[config.mk]
export PLATFORM = sky130hd
export DESIGN_NAME = fb_scanout
export DESIGN_NICKNAME = d
export VERILOG_FILES = /design/src/rtl/fb_scanout.sv
export SDC_FILE = /design/constraint.sdc
export NUM_CORES = 1
export LEC_CHECK = 0
export CAP_MARGIN = 40
export CORE_MARGIN = 5
export CORE_UTILIZATION = 45
export CTS_CLUSTER_DIAMETER = 80
export DETAILED_ROUTE_END_ITERATION = 6
export PLACE_DENSITY_LB_ADDON = 0.1
export SKIP_LAST_GASP = 1
export SLEW_MARGIN = 10
export SYNTH_ARGS = -nofsm -noshare
export SYNTH_HDL_FRONTEND = slang
export SYNTH_SLANG_ARGS = --single-unit
[constraint.sdc]
create_clock -name clk_sys -period 4.25 [get_ports clk_sys]
set_clock_uncertainty 0.15 [all_clocks]
set_input_delay 0.85 -clock clk_sys [delete_from_list [all_inputs] [get_ports clk_sys]]
set_output_delay 0.85 -clock clk_sys [all_outputs]
set_load 0.02 [all_outputs]
[src/rtl/fb_scanout.sv]
`default_nettype none
// ============================================================================
// Module   : fb_scanout
// Brief    : Framebuffer scanout reader. Prefetches packed 8-bit palette
//            indices into a 64-bit word FIFO and emits a pixel stream with
//            480p-style sync/blank timing on a pixel clock enable.
// Option   : FB_SCANOUT_TESTPAT_EN adds the hc^vc test pattern on test_pat.
// Revision : 1.0  initial release
// ============================================================================
module fb_scanout #(
   parameter int H_ACTIVE   = 720,
   parameter int V_ACTIVE   = 480,
   parameter int H_FP       = 16,
   parameter int H_SYNC     = 62,
   parameter int H_BP       = 60,
   parameter int V_FP       = 9,
   parameter int V_SYNC     = 6,
   parameter int V_BP       = 30,
   parameter int FIFO_DEPTH = 16
) (
   input  logic        clk_sys,
   input  logic        reset_n,
   input  logic        ce_pix,
   output logic [27:0] fb_addr,
   output logic        fb_req,
   input  logic        fb_ready,
   input  logic [63:0] fb_rdata,
   input  logic        test_pat,
   output logic [7:0]  color,
   output logic        de,
   output logic        hs,
   output logic        vs,
   output logic        frame_start,
   output logic        underflow
);

   localparam int c_H_TOTAL = H_ACTIVE + H_FP + H_SYNC + H_BP;
   localparam int c_V_TOTAL = V_ACTIVE + V_FP + V_SYNC + V_BP;
   localparam int c_WORDS   = (H_ACTIVE * V_ACTIVE) / 8;
   localparam int c_HW      = ($clog2(c_H_TOTAL) > 8) ? $clog2(c_H_TOTAL) : 8;
   localparam int c_VW      = ($clog2(c_V_TOTAL) > 8) ? $clog2(c_V_TOTAL) : 8;
   localparam int c_WLW     = $clog2(c_WORDS + 1);
   localparam int c_AW      = $clog2(FIFO_DEPTH);

   localparam logic [c_HW-1:0]  c_H_LAST  = c_HW'(c_H_TOTAL - 1);
   localparam logic [c_VW-1:0]  c_V_LAST  = c_VW'(c_V_TOTAL - 1);
   localparam logic [c_HW-1:0]  c_H_ACT   = c_HW'(H_ACTIVE);
   localparam logic [c_VW-1:0]  c_V_ACT   = c_VW'(V_ACTIVE);
   localparam logic [c_HW-1:0]  c_HS_BEG  = c_HW'(H_ACTIVE + H_FP);
   localparam logic [c_HW-1:0]  c_HS_END  = c_HW'(H_ACTIVE + H_FP + H_SYNC);
   localparam logic [c_VW-1:0]  c_VS_BEG  = c_VW'(V_ACTIVE + V_FP);
   localparam logic [c_VW-1:0]  c_VS_END  = c_VW'(V_ACTIVE + V_FP + V_SYNC);
   localparam logic [c_WLW-1:0] c_WORDS_L = c_WLW'(c_WORDS);
   localparam logic [c_AW:0]    c_FULL    = (c_AW + 1)'(FIFO_DEPTH);

   typedef enum logic [1:0] {
      F_IDLE  = 2'd0,
      F_REQ   = 2'd1,
      F_FLUSH = 2'd2
   } fetch_state_t;

   fetch_state_t     r_state;
   logic [c_HW-1:0]  r_hc;
   logic [c_VW-1:0]  r_vc;
   logic [c_WLW-1:0] r_words_left;
   logic [63:0]      r_mem [FIFO_DEPTH];
   logic [c_AW-1:0]  r_wr;
   logic [c_AW-1:0]  r_rd;
   logic [c_AW:0]    r_count;
   logic [2:0]       r_idx;

   logic        w_active;
   logic        w_flush_trig;
   logic        w_frame_pt;
   logic        w_tp;
   logic        w_tp_pix;
   logic [7:0]  w_tp_color;
   logic        w_pix_need;
   logic        w_empty;
   logic        w_full;
   logic        w_push;
   logic        w_pop;
   logic        w_clear;
   logic        w_underrun;
   logic        w_hs_n;
   logic        w_vs_n;
   logic [63:0] w_head;
   logic [7:0]  w_head_byte;

   assign w_active     = (r_hc < c_H_ACT) && (r_vc < c_V_ACT);
   assign w_flush_trig = ce_pix && (r_hc == '0) && (r_vc == c_V_ACT);
   assign w_frame_pt   = ce_pix && (r_hc == '0) && (r_vc == '0);
   assign w_hs_n       = !((r_hc >= c_HS_BEG) && (r_hc < c_HS_END));
   assign w_vs_n       = !((r_vc >= c_VS_BEG) && (r_vc < c_VS_END));

`ifdef FB_SCANOUT_TESTPAT_EN
   assign w_tp = test_pat;
`else
   logic w_unused_test_pat;
   assign w_unused_test_pat = test_pat;
   assign w_tp = 1'b0;
`endif

   assign w_tp_pix    = ce_pix && w_active && w_tp;
   assign w_tp_color  = r_hc[7:0] ^ r_vc[7:0];
   assign w_pix_need  = ce_pix && w_active && !w_tp;
   assign w_empty     = (r_count == '0);
   assign w_full      = (r_count == c_FULL);
   assign w_underrun  = w_pix_need && w_empty;
   assign w_head      = r_mem[r_rd];
   assign w_head_byte = w_head[{r_idx, 3'b000} +: 8];

   // A word that lands on the flush edge belongs to the old frame and is dropped.
   assign w_push  = (r_state == F_REQ) && fb_ready && !w_flush_trig;
   assign w_pop   = w_pix_need && !w_empty && (r_idx == 3'd7);
   assign w_clear = (r_state == F_FLUSH) && (!fb_req || fb_ready);

   always_ff @(posedge clk_sys or negedge reset_n) begin
      if (!reset_n) begin
         r_hc <= '0;
         r_vc <= '0;
      end else if (ce_pix) begin
         if (r_hc == c_H_LAST) begin
            r_hc <= '0;
            r_vc <= (r_vc == c_V_LAST) ? '0 : r_vc + 1'b1;
         end else begin
            r_hc <= r_hc + 1'b1;
         end
      end
   end

   always_ff @(posedge clk_sys or negedge reset_n) begin
      if (!reset_n) begin
         r_state      <= F_IDLE;
         fb_req       <= 1'b0;
         fb_addr      <= '0;
         r_words_left <= c_WORDS_L;
      end else if (w_flush_trig) begin
         r_state <= F_FLUSH;
         if (fb_ready) begin
            fb_req <= 1'b0;
         end
      end else begin
         case (r_state)
            F_IDLE: begin
               if (!w_full && (r_words_left != '0)) begin
                  r_state <= F_REQ;
                  fb_req  <= 1'b1;
               end
            end
            F_REQ: begin
               if (fb_ready) begin
                  fb_addr      <= fb_addr + 28'd8;
                  r_words_left <= r_words_left - 1'b1;
                  fb_req       <= 1'b0;
                  r_state      <= F_IDLE;
               end
            end
            F_FLUSH: begin
               if (!fb_req || fb_ready) begin
                  fb_req       <= 1'b0;
                  fb_addr      <= '0;
                  r_words_left <= c_WORDS_L;
                  r_state      <= F_IDLE;
               end
            end
            default: r_state <= F_IDLE;
         endcase
      end
   end

   always_ff @(posedge clk_sys or negedge reset_n) begin
      if (!reset_n) begin
         r_wr    <= '0;
         r_rd    <= '0;
         r_count <= '0;
      end else if (w_clear) begin
         r_wr    <= '0;
         r_rd    <= '0;
         r_count <= '0;
      end else begin
         if (w_push) begin
            r_wr <= r_wr + 1'b1;
         end
         if (w_pop) begin
            r_rd <= r_rd + 1'b1;
         end
         r_count <= r_count + {{c_AW{1'b0}}, w_push} - {{c_AW{1'b0}}, w_pop};
      end
   end

   always_ff @(posedge clk_sys) begin
      if (w_push) begin
         r_mem[r_wr] <= fb_rdata;
      end
   end

   always_ff @(posedge clk_sys or negedge reset_n) begin
      if (!reset_n) begin
         color       <= 8'h00;
         de          <= 1'b0;
         hs          <= 1'b1;
         vs          <= 1'b1;
         frame_start <= 1'b0;
         underflow   <= 1'b0;
         r_idx       <= 3'd0;
      end else begin
         frame_start <= w_frame_pt;
         if (w_clear) begin
            r_idx <= 3'd0;
         end else if (w_pix_need) begin
            r_idx <= r_idx + 3'd1;
         end
         if (ce_pix) begin
            de <= w_active;
            hs <= w_hs_n;
            vs <= w_vs_n;
            if (w_tp_pix) begin
               color <= w_tp_color;
            end else if (w_pix_need && !w_empty) begin
               color <= w_head_byte;
            end else begin
               color <= 8'h00;
            end
         end
         // An underrun on the very first pixel of a frame still registers.
         if (w_frame_pt) begin
            underflow <= w_underrun;
         end else if (w_underrun) begin
            underflow <= 1'b1;
         end
      end
   end

   a_no_push_when_full : assert property (@(posedge clk_sys) disable iff (!reset_n)
      !(w_push && w_full));

endmodule
`default_nettype wire

==> results of run 1 <==
-- kinds of logic after synthesis --
group / after synthesis
adder cells (fa/ha/maj): 23
XOR/XNOR: 48
AND/OR/NAND/NOR: 353
AO/OA/AOI/OAI: 270
flip-flops: 1117
other: 1
buffers and inverters: 165
multiplexers: 341
-- report_power, final --
group | leakage [nW] | internal (mW) | switching [mW]
Combinational | 4.65 | 3.57 | 4.64
Clock | 1.84 | 5.72 | 4.19
Sequential | 10.4 | 12.9 | 0.586
-- worst max-delay path by stage --
stage / endpoint / slack (ns)
2_1_floorplan: r_mem[0][0] / 0.08
3_3_place_gp: r_count[4] / 0.39
3_5_place_dp: r_count[4] / 0.42
4_1_cts: r_count[4] / 0.76
5_1_grt: r_count[4] / 0.55
6_report: r_count[4] / 0.81
-- timing repair --
action	in CTS	in global routing
endpoints found under the hold margin	11	0
hold buffers	1	0
setup endpoints to repair	0	0
-- cells in the final DEF (no fill, tap or decap), types with 46 or more instances in the layout --
cell,n
nor2_1,74
clkbuf_16,116
dfrtp_1,82
buf_4,46
clkdlybuf4s50_1,105
nand2_1,94
a22oi_1,48
mux2i_1,148
nand3_1,50
mux4_2,193
o221ai_1,64
edfxtp_1,1024
-- tightest hold or removal path: stages (launching register included) --
cell	delay, ns
dfstp_2	0.37
nor2_1	0.07
a31oi_1	0.04
-- routing by layer --
metal	global-route usage	part of all wire	vias up
met4	0.05159	0.021	12
met2	0.3358	0.49	603
li1	-	-	9891
met1	0.2865	0.43	11930
met3	0.03675	0.058	146
met5	0	0.00094	-
-- state kept, by name, indices dropped and copies added (netlist names), 2 cells and up --
register	flops
fb_addr	25
r_count	5
r_mem	1024
color	8
r_words_left	16
r_idx	3
r_state	2
r_hc	10
r_rd	4
r_wr	4
r_vc	10
-- final cells by class --
type | instances | area, µm²
timing repair buffer | 197 | 2315
multi-input combinational | 1038 | 10520
fill | 7683 | 46580
tap | 1287 | 1610
clock buffer | 159 | 3174
inverter | 31 | 116.4
sequential | 1117 | 33100
clock inverter | 60 | 574.3
antenna | 4 | 10.01
-- Yosys cell counts, types with 21 or more instances --
library cell	instances	area share
edfxtp_1	1024	0.69
mux4_2	193	0.098
mux2i_1	148	0.033
nand2_1	95	0.0080
dfrtp_1	86	0.049
nor2_1	74	0.0063
o221ai_1	64	0.013
clkbuf_1	63	0.0053
nand3_1	50	0.0056
a22oi_1	48	0.0081
buf_2	37	0.0042
o21ai_0	31	0.0035
inv_1	30	0.0025
xnor2_1	30	0.0059
o22ai_1	28	0.0040
a21oi_1	23	0.0026
nand4_1	23	0.0032
ha_1	22	0.0062
buf_4	21	0.0036
-- per-stage QoR --
stage               std cells  utilization  cell area [µm²]  worst slack (ns)  power [mW]
global route             3891       0.5246            51410            0.5474       33.05
detailed placement       3669       0.4862            47640            0.4227       22.06
floorplan                2320            -            44310           0.07614       19.15
finish                   3893       0.5247            51410            0.8091       31.63
global placement         3666       0.4856            47590            0.3897       21.92
CTS                      3889       0.5246            51400            0.7637       32.01
==> key figures, run 1 <==
Detailed routing
  • Vias per cell: 5.800
  • DRT iter0 DRCs: 2,091
  • Drt wl/cell: 27.41 µm
  • Drt pass-1 iters: 5
  • Drt drc: 0
  • DRT antenna net count: 0
  • Vias post-DR: 22,580
  • Routed wire length: 106,700 µm

Timing
  • RSZ-0062 raised after global routing: no
  • Worst Max-Slew Pin Slew: about 0.8 ns
  • Slew headroom: 0.4643
  • Fin. max-slew vios: 0
  • Final hold vios: 0
  • WHS: 0.3399 ns
  • Final Setup Violations: 0
  • Fmax: 290.6 MHz
  • Final min period: approximately 3.4 ns
  • Part of the cycle the worst path needs: 0.8096
  • Setup TNS: 0 ns

Die
  • Die Area: 104,800 µm²
  • Num rows: 115
  • Initial core utilization: 0.4521
  • IO Pins: 111
  • Die Ht: approximately 320 µm
  • Core area: 97,990 µm²
  • Die X: roughly 320 µm

Min path
  • HP Class: reg2reg
  • WHS Path Cells: 2
  • Hold endpoint: vs
  • Hold Crit Start: vs

Logic synthesis
  • Synth Instances: 2,318
  • Largest family of logic cells by synthesized area: multiplexers
  • Mapped cell area: 44,300 µm²
  • FFs w/ async S/R, synth: 0.08326
  • Synth Register Bits: 1,117
  • Post-synthesis adder-cell area fraction: 0.006666
  • Number of synthesized flops with an enable pin: 1,024
  • Prevailing post-synth register cell: edfxtp_1
  • Avg Cell Area, Syn: 19.11 µm²
  • Complex-gate fraction of the synthesized area: 0.04646
  • Sequential area share after synthesis: 0.7469
  • YS warnings: 0
  • Simple-gate share of the synthesized area: 0.04149
  • Mux cell area share after synthesis: 0.1316
  • Post-Synth XOR/XNOR Area: 0.009490
  • Cell variety after synth: 76

Global route
  • Largest net degree at the start of global routing: 94
  • Initial antenna violation count: 11
  • Congestion Overflow GR: 0
  • Vias in the first global route: 23,280
  • First-pass GRT wire length: 157,000 µm
  • Gr usage total: 0.2040

Critical path
  • CP arrival: 3.88 ns
  • RR Endpoint: r_count[4]
  • Worst setup SP type: flip-flop
  • R2R cell count: 16
  • Critical path, cell by cell: inv_1 > ha_1 > or4b_2 > nand4b_2 > nor3_1 > buf_4 > ha_1 > inv_1 > ha_1 > inv_1 > fa_1 > inv_1 > a21oi_1 > nor2_1 > or3_1 > a21oi_1
  • Reg-to-reg slack, setup: 0.81 ns
  • CP Capture Type: flip-flop
  • Crit-path slowest cell: or4b_2
  • Kind of critical path: reg2reg
  • Setup crit start: r_count[2]
  • CP dominant cell by count: inv_1
  • Worst R2R Start: r_count[2]
  • WP data required: between 4 and 5 ns
  • Slowest stage delay, CP: 0.66 ns
  • Worst path depth: 16
  • CP max FO: 5
  • CP Buf/Inv Count: 5
  • CP delay by family, top: simple AND/OR/NAND/NOR gates

Clocking
  • CTS Sinks: 1,117
  • TritonCTS Buffers: 115
  • CTS Buffer Depth: 3
  • H-tree depth: 3
  • Clk Latency, worst-skew pair: 0.69 ns
  • CTS tree: done
  • Post-CTS setup buffer count: 0
  • Clock-pin slew of the registers on the worst-case setup and hold paths: ~0.060 ns
  • Post-CTS sizing: 0
  • CTS Root Cell: clkbuf_16

Pwr
  • Leakage: approximately 17 nW
  • Pwr/cell area: 615.3 nW/µm²
  • Peak supply drop: between 0.4 and 0.5 mV

Layout
  • Area Growth Syn to Fin: 16.06%
  • Layout cell share with drive strength beyond 1: 0.2014
  • Layout Nets: 2,592

Placed design
  • DP HPWL: slightly above 60,000 µm
  • Gp weighted congestion: 0.7751
  • Port Buffers: 106

Outcome
  • Status: completed

Run
  • MaxCap Viol Count: 0
(Power assumes the default switching activity.)
==> run 2, diff against run 1 <==
- clock period: 4.25 -> 3.1 ns (I/O delays scaled with it)
==> key figures, run 2 (synthesis gave the netlist of run 1 again) <==
Outcome
  • Status: completed

Critical path
  • WP data required: 3.57 ns (-1.12 ns)
  • Critical path, cell by cell: inv_2 > ha_4 > or4b_4 > nand4b_4 > nor3_2 > ha_1 > inv_2 > ha_4 > inv_2 > fa_2 > inv_1 > a21oi_2 > nor2_2 > or3_1 > a21oi_2
  • CP arrival: 3.47 ns (-0.41 ns)
  • Crit-path slowest cell: or4b_4
  • CP max FO: 2 (-3)
  • Worst setup SP type: flip-flop
  • CP dominant cell by count: inv_2
  • R2R cell count: 15 (-1)
  • Kind of critical path: reg2reg
  • CP Buf/Inv Count: 4 (-1)
  • Slowest stage delay, CP: 0.49 ns (-0.17 ns)
  • CP Capture Type: flip-flop
  • CP delay by family, top: simple AND/OR/NAND/NOR gates
  • Worst path depth: 15 (-1)

Detailed routing
  • DRT antenna net count: 0 (unchanged)
  • Vias post-DR: 23,100 (+2.3%)
  • Vias per cell: 5.786 (-0.25%)
  • Drt pass-1 iters: 6 (+1)
  • DRT iter0 DRCs: 1,988 (-4.9%)
  • Drt wl/cell: 27.11 µm (-1.1%)
  • Routed wire length: 108,200 µm (+1.4%)
  • Drt drc: 0 (unchanged)

Die
  • Num rows: 115 (unchanged)
  • Initial core utilization: 0.4521 (unchanged)
  • Die Area: 104,800 µm² (unchanged)
  • Core area: 97,990 µm² (unchanged)
  • IO Pins: 111 (unchanged)
  • Die Ht: 323.8 µm (unchanged)
  • Die X: 323.8 µm (unchanged)

Clocking
  • CTS Root Cell: clkbuf_16
  • CTS tree: done
  • CTS Buffer Depth: 3 (unchanged)
  • H-tree depth: 3 (unchanged)
  • Clock-pin slew of the registers on the worst-case setup and hold paths: 0.06 ns (about the same)
  • TritonCTS Buffers: 116 (+0.87%)
  • Clk Latency, worst-skew pair: 0.69 ns (about the same)
  • CTS Sinks: 1,117 (unchanged)

Run
  • MaxCap Viol Count: 0 (unchanged)

Timing
  • Slew headroom: 0.5205 (+0.05619)
  • Fin. max-slew vios: 0 (unchanged)
  • Final hold vios: 0 (unchanged)
  • Final Setup Violations: 0 (unchanged)
  • Fmax: 333.3 MHz (+15%)
  • Part of the cycle the worst path needs: 0.9677 (+0.1581)
  • RSZ-0062 raised after global routing: yes
  • Worst Max-Slew Pin Slew: 0.7170 ns (-0.08358 ns)
  • Setup TNS: 0 ns (unchanged)
  • Final min period: 3.000 ns (-0.4410 ns)

Layout
  • Top reg by flops: r_mem
  • Fill count: 7,588 (-1.2%)
  • Finished layout cell area: 52,660 µm² (+2.4%)
  • Largest register FFs: 1,024 (unchanged)
  • Layout Nets: 2,700 (+4.2%)
  • Commonest non-fill, non-tap cell in the layout: edfxtp_1
  • Biggest regs: r_mem (1024), fb_addr (25), r_words_left (16)
  • Finished Layout Cells: 3,993 (+2.6%)
  • Area Growth Syn to Fin: 18.88%
  • Seq. cell area: 33,100 µm² (unchanged)
  • Multi-input gate area: 10,580 µm² (+0.65%)
  • Commonest non-fill, non-tap cells in the layout: 1,024 x edfxtp_1, 193 x mux4_2, 148 x mux2i_1
  • Layout cell share with drive strength beyond 1: 0.2338 (+0.03243)

Global route
  • Vias in the first global route: 23,810 (+2.3%)
  • Congestion Overflow GR: 0 (unchanged)
  • Gr usage total: 0.2065 (+0.002470)
  • Initial antenna violation count: 7 (-4)
  • First-pass GRT wire length: 159,500 µm (+1.6%)
  • Largest net degree at the start of global routing: 65 (-31%)

Pwr
  • Power share of the clock group: 0.306 (-0.007)
  • Sequential Power Share: 0.412 (-0.015)
  • Net Switching: 13.10 mW (+39%)
  • Pwr/cell area: 848.5 nW/µm² (+38%)
  • Peak supply drop: 0.4435 mV (+6.8%)
  • Combinational fraction of design power: 0.282 (+0.023)
  • Leakage: 17.52 nW (+3.7%)
  • Cell-internal power: 31.59 mW (+42%)
  • Switching share of power: 0.2931 (-0.004362)

Placed design
  • Cell Area, Placed: 48,810 µm² (+2.4%)
  • DP HPWL: 67,140 µm (+8.9%)
  • Port Buffers: 106 (unchanged)
  • Gp weighted congestion: 0.7828 (+0.99%)
  • Post-placement cell count: 3,772 (+2.8%)

Min path
  • HP Class: in2async
run 2: cell count changes in the layout (fill, tap and decap cells not counted), sizes merged:
cell,before,now
diode,4,3
clkbuf,159,154
buf,91,198
bufinv,8,13
inv,37,32
clkinvlp,4,3
run 2: final timing paths:
path | endpoint | from | slack, ns
worst max register to register | r_count[4] | r_count[2] | 0.10
max in group asynchronous | r_words_left[6] | reset_n | 1.76
worst min-delay path | r_hc[2] | reset_n | 0.28
worst max-delay path | r_count[4] | r_count[2] | 0.10
min in group clk_sys | hs | hs | 0.34
worst min register to register | hs | hs | 0.34
run 2: area by class of cell:
class	count	share of cell area
repair buffers	304	0.06667
clock buffers	154	0.05921
flip-flops and latches	1117	0.6285
clock inverters	59	0.01176
diodes	3	0.0001426
well taps	1287	0.03058
multi-input cells	1038	0.2010
inverters	31	0.002210
run 2: layer usage:
metal  part of all wire  GRT usage  routed length (µm)  up-vias
li1                   -          -                   -    10100
met1               0.43     0.2923               46810    12220
met2               0.49     0.3362               52620      618
met3              0.056    0.03775                6081      162
met4              0.025    0.05390                2677        8
met5            0.00051          0                  55        -
run 2: power groups by stage:
stage	registers, mW	logic, mW	clock network (mW)
after CTS	18.4	12.7	14.0
final	18.4	12.6	13.7
after detailed placement	18.7	12.6	0
after global routing	18.5	13.5	14.7
after global placement	18.6	12.6	0
after floorplan	18.5	7.74	0
run 2: through the flow:
| step | worst slack [ns] | power [mW] | hold slack, ns | utilization |
|---|---|---|---|---|
| after floorplan | -0.2419 | 26.24 | 0.1744 | - |
| after global placement | -0.4526 | 31.22 | 0.3505 | 0.4981 |
| after detailed placement | -0.4072 | 31.34 | 0.3356 | 0.4981 |
| after CTS | 0.05199 | 45.11 | 0.2615 | 0.5364 |
| after global routing | -0.02745 | 46.66 | 0.2989 | 0.5374 |
| final | 0.1001 | 44.69 | 0.2837 | 0.5374 |
run 2: timing repair:
action / CTS / global route
hold endpoints to repair: 28 / 0
endpoints found under the setup margin: 2 / 2
pin swaps: 0 / 8
setup buffers: 0 / 4
resized for setup: 1 / 20
hold buffers: 1 / 0
cloned: 0 / 0
==> run 3, diff against run 2 <==
- REMOVE_ABC_BUFFERS: default -> 1
- clock period: 3.1 -> 2.75 ns (I/O delays scaled with it)
==> key figures, run 3 (synthesis gave the netlist of run 1 again) <==
Critical path
  • CP Capture Type: flip-flop
  • CP arrival: 3.23 ns (-0.24 ns)
  • Worst setup SP type: flip-flop
  • Kind of critical path: reg2reg
  • WP data required: 3.01 ns (-0.56 ns)
  • CP max FO: 5 (+3)

Pwr
  • Total power draw: 53.26 mW (+19%)
  • Peak supply drop: 0.6383 mV (+44%)
  • Leakage: 18.93 nW (+8.1%)
  • Pwr/cell area: 956.2 nW/µm² (+13%)

Die
  • Die Ht: 323.8 µm (unchanged)
  • Num rows: 115 (unchanged)
  • IO Pins: 111 (unchanged)
  • Initial core utilization: 0.4521 (unchanged)
  • Core area: 97,990 µm² (unchanged)
  • Die Area: 104,800 µm² (unchanged)
  • Die X: 323.8 µm (unchanged)

Layout
  • Commonest non-fill, non-tap cell in the layout: edfxtp_1
  • Largest register FFs: 1,024 (unchanged)
  • Final core utilization: 0.5685 (+0.03108)
  • Commonest non-fill, non-tap cells in the layout: 1,024 x edfxtp_1, 235 x buf_4, 193 x mux4_2
  • Area Growth Syn to Fin: 25.76%
  • Biggest regs: r_mem (1024), fb_addr (25), r_words_left (16)
  • Layout Nets: 2,909 (+7.7%)
  • Layout cell share with drive strength beyond 1: 0.3099 (+0.07604)
  • Finished layout cell area: 55,710 µm² (+5.8%)
  • Top reg by flops: r_mem

Clocking
  • CTS Buffer Depth: 3 (unchanged)
  • CTS Sinks: 1,117 (unchanged)
  • Clk Latency, worst-skew pair: 0.70 ns (about the same)
  • H-tree depth: 3 (unchanged)
  • CTS Root Cell: clkbuf_16
  • CTS tree: done
  • Clock-pin slew of the registers on the worst-case setup and hold paths: 0.06 ns (about the same)
  • TritonCTS Buffers: 114 (-1.7%)

Global route
  • Initial antenna violation count: 1 (-6)
  • Vias in the first global route: 24,760 (+4.0%)
  • First-pass GRT wire length: 169,500 µm (+6.2%)
  • Largest net degree at the start of global routing: 51 (-22%)
  • Gr usage total: 0.2222 (+0.01571)
  • Congestion Overflow GR: 0 (unchanged)

Placed design
  • Cell Area, Placed: 49,340 µm² (+1.1%)
  • Port Buffers: 106 (unchanged)
  • DP HPWL: 73,490 µm (+9.4%)
  • Gp weighted congestion: 0.8071 (+3.1%)
  • Worst slack, placed: -0.5781 ns (-0.1709 ns)

Detailed routing
  • Drt pass-1 iters: 5 (-1)
  • DRT antenna net count: 0 (unchanged)
  • DRT iter0 DRCs: 2,287 (+15%)
  • Routed wire length: 118,800 µm (+9.8%)
  • Vias post-DR: 24,510 (+6.1%)
  • Drt drc: 0 (unchanged)
  • Vias per cell: 5.835 (+0.85%)
  • Drt wl/cell: 28.29 µm (+4.4%)

Timing
  • Part of the cycle the worst path needs: 1.083 (+0.1148)
  • Final min period: 2.977 ns (-0.02300 ns)
  • RSZ-0062 raised after global routing: yes
  • Final hold vios: 0 (unchanged)
  • Fmax: 335.9 MHz (+0.77%)
  • Worst Max-Slew Pin Slew: 0.7984 ns (+0.08140 ns)
  • Post-route setup slack: -0.2269 ns (-0.3270 ns)
  • Setup TNS: -33.71 ns (-33.71 ns)
  • Slew headroom: 0.4661 (-0.05444)
  • Final Setup Violations: 311 (+311)
  • Fin. max-slew vios: 0 (unchanged)

Outcome
  • Status: finished, violations left
  • Failing checks: negative setup slack

Min path
  • HP Class: in2async

Run
  • MaxCap Viol Count: 0 (unchanged)
[run 3: changes by cell type in the layout (fill, tap and decap cells not counted), sizes merged]
cell | before | now
bufinv | 13 | 8
diode | 3 | 2
inv | 32 | 37
bufbuf | 0 | 1
buf | 198 | 389
clkbuf | 154 | 177
clkinv | 42 | 36
clkinvlp | 3 | 2
[run 3: layout make-up]
class	count	area, µm²
diodes	2	5.005
repair buffers	515	6269
well taps	1287	1610
clock inverters	52	484.2
inverters	31	116.4
multi-input cells	1038	10970
clock buffers	158	3159
flip-flops and latches	1117	33100
fillers	7446	42280
[run 3: per-layer routing]
| metal | vias up | part of all wire | GRT usage |
|---|---|---|---|
| li1 | 10530 | - | - |
| met1 | 13020 | 0.42 | 0.3076 |
| met2 | 793 | 0.49 | 0.3662 |
| met3 | 160 | 0.066 | 0.04573 |
| met4 | 0 | 0.025 | 0.05659 |
| met5 | - | 0 | 0 |
[run 3: path summary, 6_finish.rpt]
check	slack, ns	end	depth (start not counted)	startpoint
worst min register to register	0.36	vs	2	vs
max in group asynchronous	1.52	r_rd[0]	3	reset_n
worst max-delay path	-0.23	r_mem[3][60]	16	r_vc[0]
worst max register to register	-0.23	r_mem[3][60]	16	r_vc[0]
worst min-delay path	0.18	r_hc[4]	2	reset_n
min in group clk_sys	0.36	vs	2	vs
[run 3: critical path: stages, from the launching register on]
cell and delay (ns):
dfrtp_1 0.36, inv_2 0.06, ha_4 0.16, nor3b_2 0.14
and4_4 0.21, a211oi_4 0.24, inv_2 0.10, buf_6 0.13
buf_12 0.13, nor3_4 0.17, buf_6 0.14, buf_6 0.10
buf_6 0.08, and2_4 0.20, buf_12 0.13, buf_12 0.10
buf_16 0.11
[run 3: timing repair]
item                                    4_1_cts  5_1_grt
gates resized for setup                     103       99
endpoints found under the hold margin        24        0
pin swaps                                    20       38
hold buffers                                  1        0
endpoints found under the setup margin      779      619
gates cloned                                 22       20
buffers inserted                             62       45
[run 3: through the flow]
stage                     cells  hold WS, ns
after floorplan            2186       0.1044
after global placement     3853       0.3527
after detailed placement   3853       0.3533
after CTS                  4143       0.1548
after global routing       4198       0.1894
final                      4200       0.1847
[run 3: power by group]
group	internal [mW]	switching, mW
clock	8.74	6.37
combinational	8.40	9.02
sequential	20.0	0.743
